==> src/rtl/mipspipe_arb_pkg.sv <==
// Shared types for the IF/MEM unified-memory arbiter.
// State encoding and requester (owner) encoding.
package mipspipe_arb_pkg;

    typedef enum logic [1:0] {
        IDLE   = 2'd0,
        ACCESS = 2'd1,
        RESP   = 2'd2
    } state_t;

    localparam logic OWN_IF = 1'b0;
    localparam logic OWN_D  = 1'b1;

    // Word address from a byte address.
    function automatic logic [29:0] word_of(input logic [31:0] a);
        return a[31:2];
    endfunction

endpackage

==> src/rtl/mipspipe_arb_pick.sv <==
// Grant selection between the IF and data requesters (combinational).
// Ports:
//   if_req, d_req  : pending requests
//   last_owner     : requester granted most recently
//   grant_valid    : some request is pending
//   grant_owner    : OWN_IF / OWN_D
// Build option ARB_RR_EN: alternate on simultaneous requests;
// otherwise the data requester always wins a tie.
module mipspipe_arb_pick
    import mipspipe_arb_pkg::*;
(
    input  logic if_req,
    input  logic d_req,
    input  logic last_owner,
    output logic grant_valid,
    output logic grant_owner
);

    assign grant_valid = if_req | d_req;

`ifdef ARB_RR_EN
    // Tie goes to whoever was not served last.
    always_comb begin
        grant_owner = OWN_IF;
        if (if_req && d_req)
            grant_owner = ~last_owner;
        else if (d_req)
            grant_owner = OWN_D;
    end
`else
    // Data access belongs to the older instruction.
    logic w_unused_last;
    assign w_unused_last = last_owner;

    always_comb begin
        grant_owner = OWN_IF;
        if (d_req)
            grant_owner = OWN_D;
    end
`endif

endmodule

==> src/rtl/mipspipe_mem_arbiter.sv <==
// Arbiter sharing one multi-cycle single-port memory between IF and MEM.
// Ports: clock/reset (async, active-high); IF side if_req/if_addr ->
//   if_done/if_rdata; data side d_req/d_we/d_addr/d_wdata -> d_done/
//   d_rdata; memory side mem_en/mem_we/mem_addr/mem_wdata <- mem_rdata;
//   pipe_stall freezes the pipeline while any request is outstanding.
// Build option ARB_RR_EN selects round-robin tie breaking.
module mipspipe_mem_arbiter
    import mipspipe_arb_pkg::*;
#(
    parameter int AW       = 32,
    parameter int DW       = 32,
    parameter int WAIT_CYC = 2
)
(
    input  logic          clock,
    input  logic          reset,
    input  logic          if_req,
    input  logic [AW-1:0] if_addr,
    output logic          if_done,
    output logic [DW-1:0] if_rdata,
    input  logic          d_req,
    input  logic          d_we,
    input  logic [AW-1:0] d_addr,
    input  logic [DW-1:0] d_wdata,
    output logic          d_done,
    output logic [DW-1:0] d_rdata,
    output logic          mem_en,
    output logic          mem_we,
    output logic [AW-3:0] mem_addr,
    output logic [DW-1:0] mem_wdata,
    input  logic [DW-1:0] mem_rdata,
    output logic          pipe_stall
);

    localparam int CW = (WAIT_CYC < 1) ? 1 : $clog2(WAIT_CYC + 1);
    localparam logic [CW-1:0] CNT_LOAD = CW'(WAIT_CYC - 1);

    state_t        r_state;
    state_t        w_state_nxt;
    logic [CW-1:0] r_cnt;

    logic          r_owner;
    logic          r_last_owner;
    logic          r_we;
    logic [AW-3:0] r_addr;
    logic [DW-1:0] r_wdata;

    logic          r_mem_en;
    logic          r_mem_we;
    logic          r_if_done;
    logic          r_d_done;
    logic [DW-1:0] r_if_rdata;
    logic [DW-1:0] r_d_rdata;

    logic          w_gnt_valid;
    logic          w_gnt_owner;
    logic          w_grant;
    logic          w_acc_last;
    logic          w_sel_we;
    logic          w_unused_lsb;

    assign w_unused_lsb = ^{if_addr[1:0], d_addr[1:0]};

    mipspipe_arb_pick u_pick (
        .if_req      (if_req),
        .d_req       (d_req),
        .last_owner  (r_last_owner),
        .grant_valid (w_gnt_valid),
        .grant_owner (w_gnt_owner)
    );

    assign w_sel_we = (w_gnt_owner == OWN_D) & d_we;

    // Next-state and strobes
    always_comb begin
        w_state_nxt = r_state;
        w_grant     = 1'b0;
        w_acc_last  = 1'b0;
        unique case (r_state)
            IDLE: begin
                if (w_gnt_valid) begin
                    w_grant     = 1'b1;
                    w_state_nxt = ACCESS;
                end
            end
            ACCESS: begin
                if (r_cnt == '0) begin
                    w_acc_last  = 1'b1;
                    w_state_nxt = RESP;
                end
            end
            RESP: begin
                w_state_nxt = IDLE;
            end
            default: begin
                w_state_nxt = IDLE;
            end
        endcase
    end

    always_ff @(posedge clock or posedge reset) begin
        if (reset)
            r_state <= IDLE;
        else
            r_state <= w_state_nxt;
    end

    // Wait-state counter
    always_ff @(posedge clock or posedge reset) begin
        if (reset)
            r_cnt <= '0;
        else if (w_grant)
            r_cnt <= CNT_LOAD;
        else if (r_state == ACCESS && r_cnt != '0)
            r_cnt <= r_cnt - 1'b1;
    end

    // Latched copy of the granted request; owner inputs are
    // ignored afterwards.
    always_ff @(posedge clock or posedge reset) begin
        if (reset) begin
            r_owner      <= OWN_IF;
            r_last_owner <= OWN_IF;
            r_we         <= 1'b0;
            r_addr       <= '0;
            r_wdata      <= '0;
        end else if (w_grant) begin
            r_owner      <= w_gnt_owner;
            r_last_owner <= w_gnt_owner;
            r_we         <= w_sel_we;
            if (w_gnt_owner == OWN_D) begin
                r_addr  <= d_addr[AW-1:2];
                r_wdata <= d_wdata;
            end else begin
                r_addr  <= if_addr[AW-1:2];
                r_wdata <= '0;
            end
        end
    end

    // Memory strobes span exactly the ACCESS cycles.
    always_ff @(posedge clock or posedge reset) begin
        if (reset) begin
            r_mem_en <= 1'b0;
            r_mem_we <= 1'b0;
        end else if (w_grant) begin
            r_mem_en <= 1'b1;
            r_mem_we <= w_sel_we;
        end else if (w_acc_last) begin
            r_mem_en <= 1'b0;
            r_mem_we <= 1'b0;
        end
    end

    // Completion pulses and read-data capture
    always_ff @(posedge clock or posedge reset) begin
        if (reset) begin
            r_if_done  <= 1'b0;
            r_d_done   <= 1'b0;
            r_if_rdata <= '0;
            r_d_rdata  <= '0;
        end else begin
            r_if_done <= 1'b0;
            r_d_done  <= 1'b0;
            if (w_acc_last) begin
                if (r_owner == OWN_D) begin
                    r_d_done <= 1'b1;
                    if (!r_we)
                        r_d_rdata <= mem_rdata;
                end else begin
                    r_if_done <= 1'b1;
                    if (!r_we)
                        r_if_rdata <= mem_rdata;
                end
            end
        end
    end

    assign mem_en     = r_mem_en;
    assign mem_we     = r_mem_we;
    assign mem_addr   = r_addr;
    assign mem_wdata  = r_wdata;
    assign if_done    = r_if_done;
    assign d_done     = r_d_done;
    assign if_rdata   = r_if_rdata;
    assign d_rdata    = r_d_rdata;

    assign pipe_stall = (if_req & ~r_if_done) | (d_req & ~r_d_done);

endmodule

==> config.mk <==
export PLATFORM = sky130hd
export DESIGN_NAME = mipspipe_mem_arbiter
export DESIGN_NICKNAME = d
export VERILOG_FILES = /design/src/rtl/mipspipe_arb_pkg.sv /design/src/rtl/mipspipe_arb_pick.sv /design/src/rtl/mipspipe_mem_arbiter.sv
export SDC_FILE = /design/constraint.sdc
export NUM_CORES = 1
export LEC_CHECK = 0
export ABC_AREA = 1
export CORE_ASPECT_RATIO = 1.5
export CORE_UTILIZATION = 40
export DETAILED_ROUTE_END_ITERATION = 10
export GPL_TIMING_DRIVEN = 0
export PLACE_DENSITY = 0.75
export SYNTH_ARGS = -nofsm -noshare
export SYNTH_HDL_FRONTEND = slang
export SYNTH_SLANG_ARGS = --single-unit
==> constraint.sdc <==
create_clock -name clock -period 6.3 [get_ports clock]
set_input_delay 1.575 -clock clock [delete_from_list [all_inputs] [get_ports clock]]
set_output_delay 1.575 -clock clock [all_outputs]
set_load 0.05 [all_outputs]
Yosys cells after proc, flatten, opt, wreduce, memory -nomap -nowiden
Cells that the tools add are included.
{"block": "word_totals", "register_bits": 136, "in_bits": 133, "output_inout_bits": 131, "elab_cells": 53}
{"block": "classes", "n_addsub": 1, "eq_ne": 3, "n_mux": 19, "bitwise_logic": 9, "n_reduce_logical": 9}
{"operator": "32-bit 2-to-1 mux", "n": 1}
{"operator": "30-bit 2-to-1 mux", "n": 1}
{"operator": "1-bit 2-to-1 mux", "n": 12}
{"operator": "2-bit 2-to-1 mux", "n": 4}
{"operator": "3-bit AND reduction", "n": 2}
{"operator": "2-bit nonzero test", "n": 3}
{"operator": "2-bit zero test", "n": 2}
{"operator": "1-bit inverter", "n": 4}
{"operator": "2-bit case mux with 2 select lines", "n": 1}
{"operator": "1-bit bitwise AND", "n": 3}
{"operator": "2-bit by 1-bit == test with 1-bit output, second input constant", "n": 1}
{"operator": "2-bit by 1-bit != test with 1-bit output, second input constant", "n": 1}
{"operator": "2-bit != test, second input constant", "n": 1}
{"operator": "1-bit bitwise OR", "n": 2}
{"operator": "2-bit AND reduction", "n": 1}
{"operator": "2-bit by 1-bit subtractor with 2-bit output, second input constant", "n": 1}
{"operator": "1-bit logical AND", "n": 1}

Depth between registers and ports, before layout
{"block": "depth", "ltp_word": 5, "depth_mapped": 8}

Modules after synthesis
Synthesis repeated with hierarchy kept, for this count alone.
{"block": "unflattened", "cells_unflattened": 726, "area_unflattened_um2": 5931.9}
{"mod": "mipspipe_mem_arbiter", "instances": 1, "cells_per_inst": 722, "area_per_inst_um2": 5913.2, "seq_area_each_um2": 3403.3}
{"mod": "mipspipe_arb_pick", "instances": 1, "cells_per_inst": 4, "area_per_inst_um2": 18.8, "seq_area_each_um2": 0.0}

Least setup slack after synthesis
Ideal clock, no wire load.
{"block": "synth_path", "kind": "in2out", "from": "in d_req", "to": "out pipe_stall", "arrival_ps": 2632, "required_time_ps": 4725, "slack_ps": 2093, "path_stages": 3, "path_buffers": 1, "cell_sequence": "inv_1 -> buf_1 -> o22ai_1"}
{"block": "synth_between", "elab_chain_cells": 2}
{"item": "start: declaration", "line_no": "mipspipe_mem_arbiter.sv:21", "rtl": "input logic d_req,"}
{"item": "1-bit bitwise AND", "line_no": "mipspipe_mem_arbiter.sv:188", "rtl": "assign pipe_stall = (if_req & ~r_if_done) | (d_req & ~r_d_done);"}
{"item": "1-bit bitwise OR", "line_no": "mipspipe_mem_arbiter.sv:188"}
{"item": "end: declaration", "line_no": "mipspipe_mem_arbiter.sv:32", "rtl": "output logic pipe_stall"}
Every way passes these cells.

Worst setup path in the final report
Ends and elaborated chain as after synthesis.

==> flow_summary.json <==
{
  "finalCritPeriodShare": 0.8103,
  "synth_cells": 724,
  "n_antenna_cell": 0,
  "cts_sinks": 136,
  "hold_viol": 0,
  "cts_tree": "built",
  "grt_pass1_vias": 5567,
  "p_seq_frac": 0.257,
  "root_buffer": "clkbuf_16",
  "peakVddDrop_uv": 361.6,
  "slew_headroom": 0.5973,
  "drc_errors": 0,
  "worst_clock_skew_ns": 0.01048,
  "setup_ws_ns": 1.195,
  "powerDensity_nw_per_um2": 624.8,
  "synth.avg_cell_area_um2": 8.207,
  "swShare": 0.4947,
  "final_cells": 1212,
  "placed_area_um2": 8812,
  "drt_iter0_drc": 161,
  "path_clk_slew_ns": 0.05,
  "first_pass_iters": 4,
  "io_pins": 264,
  "fp-row-count": 54,
  "p_leak_nw": 4.653,
  "fillers": 1224,
  "port_buffers": 259,
  "totalPowerFinal_mw": 5.874,
  "htree_levels": 4,
  "track_usage": 0.2386,
  "pre_cts_slack_ns": 1.197,
  "antenna_found_initial": 0,
  "seq_area_frac_synth": 0.5728,
  "cap_viol_max_count": 0,
  "cts_buffer_depth": 2,
  "cp_max_fo": 10,
  "die_area_um2": 15360,
  "area_delta_synth_final_pct": 58.22,
  "grt_pass1_wl_um": 27950,
  "p_switching_mw": 2.906,
  "crit_required_ns": 4.72,
  "p_comb_frac": 0.575,
  "holdCritPathClass": "register to register",
  "post_cts_buffers": 0,
  "vias": 5619,
  "stdcell_area_um2": 9402,
  "clkLatencyLatePin_ns": 0.41,
  "dp_hpwl_um": 13410,
  "critPathArrivalTime_ns": 3.53,
  "final_core_util": 0.6472,
  "nets": 1137,
  "gp_congestion": 0.8112,
  "vias_per_cell": 4.636,
  "slew_viol_final": 0,
  "cts-resized-gates": 0,
  "synthDistinctLibCells": 19,
  "grt_overflow": 0,
  "yosys_register_bits": 136,
  "critPathCaptureType": "output pin",
  "rsz0062_at_grt": "false",
  "detail_route.wirelength_um": 17940,
  "clock.fmax_mhz": 195.9,
  "layout-drive-gt1-share": 0.06299,
  "ys_warn_count": 0,
  "critPathKind": "input port to output pin",
  "wl_per_cell_um": 14.80,
  "numCtsBuffers": 17,
  "synth_area_um2": 5942,
  "final-setup-viol-count": 0,
  "die_y_um": 151.3,
  "p_clk_frac": 0.168,
  "core_um2": 14530,
  "hold_buffers": 0,
  "grt_max_degree": 74,
  "syn_nets": 858,
  "outcome": "finished, final reports clean",
  "start_util": 0.4090,
  "timing.final.crit_period_ns": 5.105,
  "drtAntennaViolNets": 0,
  "placed_cells": 1180,
  "internal_power_mw": 2.968,
  "critPathLaunchType": "input port",
  "worstMarginPinSlew_ns": 0.6040,
  "dieWidth_um": 101.5
}
metrics by stage:
| step | TNS [ns] | hold slack [ns] |
|---|---|---|
| floorplan | 0 | 0.4643 |
| CTS | 0 | 0.4722 |
| finish | 0 | 0.4670 |
| global route | 0 | 0.4873 |
| global placement | -133.80 | 0.4528 |
| detailed placement | 0 | 0.4577 |
worst paths after layout:
kind	slack, ns	to	cells after the start	startpoint
worst min register to register	0.47	mem_wdata[10]$_DFFE_PP0P_	2	mem_wdata[10]$_DFFE_PP0P_
worst max register to register	4.65	if_rdata[3]$_DFFE_PP0P_	5	r_owner$_DFFE_PP0P_
worst min-delay path	0.47	mem_wdata[10]$_DFFE_PP0P_	2	mem_wdata[10]$_DFFE_PP0P_
worst max-delay path	1.20	pipe_stall	5	d_req
min in group asynchronous	1.63	mem_addr[10]$_DFFE_PP0P_	2	reset
max in group asynchronous	3.91	if_rdata[15]$_DFFE_PP0P_	3	reset
cell usage in the layout (no fill, tap or decap), drive strengths merged, types with 3 or more instances in the layout:
master and instances:
nor2 9, clkinvlp 5, clkinv 3, buf 36
dfrtp 136, clkdlybuf4s50 259, nand3 71, inv 47
o21bai 32, clkbuf 26, nand2 386
area by class of cell:
cell class | count | area (um2) | area share
Timing Repair Buffer | 260 | 2620 | 0.2787
Clock buffer | 19 | 442.9 | 0.04711
Buffer | 42 | 246.5 | 0.02622
Tap cell | 196 | 245.2 | 0.02608
Clock inverter | 13 | 146.4 | 0.01557
Inverter | 44 | 172.7 | 0.01837
Sequential cell | 136 | 3403 | 0.3620
Multi-Input combinational cell | 502 | 2125 | 0.2260
state kept, by name (all words and copies together), names as in the netlist:
| signal | flops |
|---|---|
| d_rdata | 32 |
| if_rdata | 32 |
| mem_wdata | 32 |
| mem_addr | 30 |
| r_cnt | 2 |
| r_state | 2 |
| d_done | 1 |
| if_done | 1 |
| mem_en | 1 |
| mem_we | 1 |
| r_owner | 1 |
| r_we | 1 |
cells in the mapped netlist:
cell type / number / area (um2)
nor2_1: 7 / 26.28
nand2_2: 1 / 6.260
o22ai_1: 1 / 6.260
buf_6: 7 / 78.83
dfrtp_1: 136 / 3403
clkbuf_1: 7 / 26.28
buf_1: 9 / 33.78
nand3_1: 70 / 350.3
inv_4: 1 / 6.260
nor2_4: 1 / 11.26
buf_4: 5 / 37.54
nor2_2: 1 / 6.260
nand2_1: 385 / 1445
o21ai_0: 2 / 10.01
buf_2: 14 / 70.07
o21bai_1: 32 / 240.2
ha_1: 1 / 12.51
inv_1: 43 / 161.4
nand3_2: 1 / 10.01
routing by layer:
layer	wire length (um)	up-vias	share of wire	GRT usage
met2	9694	176	0.54	0.4446
met4	424	0	0.024	0.08768
met1	6605	2631	0.37	0.2488
met3	1210	29	0.067	0.06922
li1	-	2783	-	-
met5	0	-	0	0
power groups by stage:
stage / Combinational [mW] / Clock (mW) / Sequential, mW
after detailed placement: 3.40 / 0 / 1.52
final: 3.38 / 0.987 / 1.51
after global placement: 3.37 / 0 / 1.51
after global routing: 3.59 / 1.04 / 1.56
after floorplan: 0.835 / 0 / 2.88
after CTS: 3.41 / 1.01 / 1.51
worst max-delay path: stages:
cell and delay, ns:
clkdlybuf4s50_1 0.42, inv_1 0.18, buf_1 0.42, o22ai_1 0.16
clkdlybuf4s50_1 0.76
logic make-up after synthesis:
group,Yosys count,synth area share
buf+inv,86,0.06970
flops,136,0.5728
fa+ha+maj,1,0.002105
simple gates,466,0.3123
compound gates,35,0.04317
(Power assumes the default switching activity.)
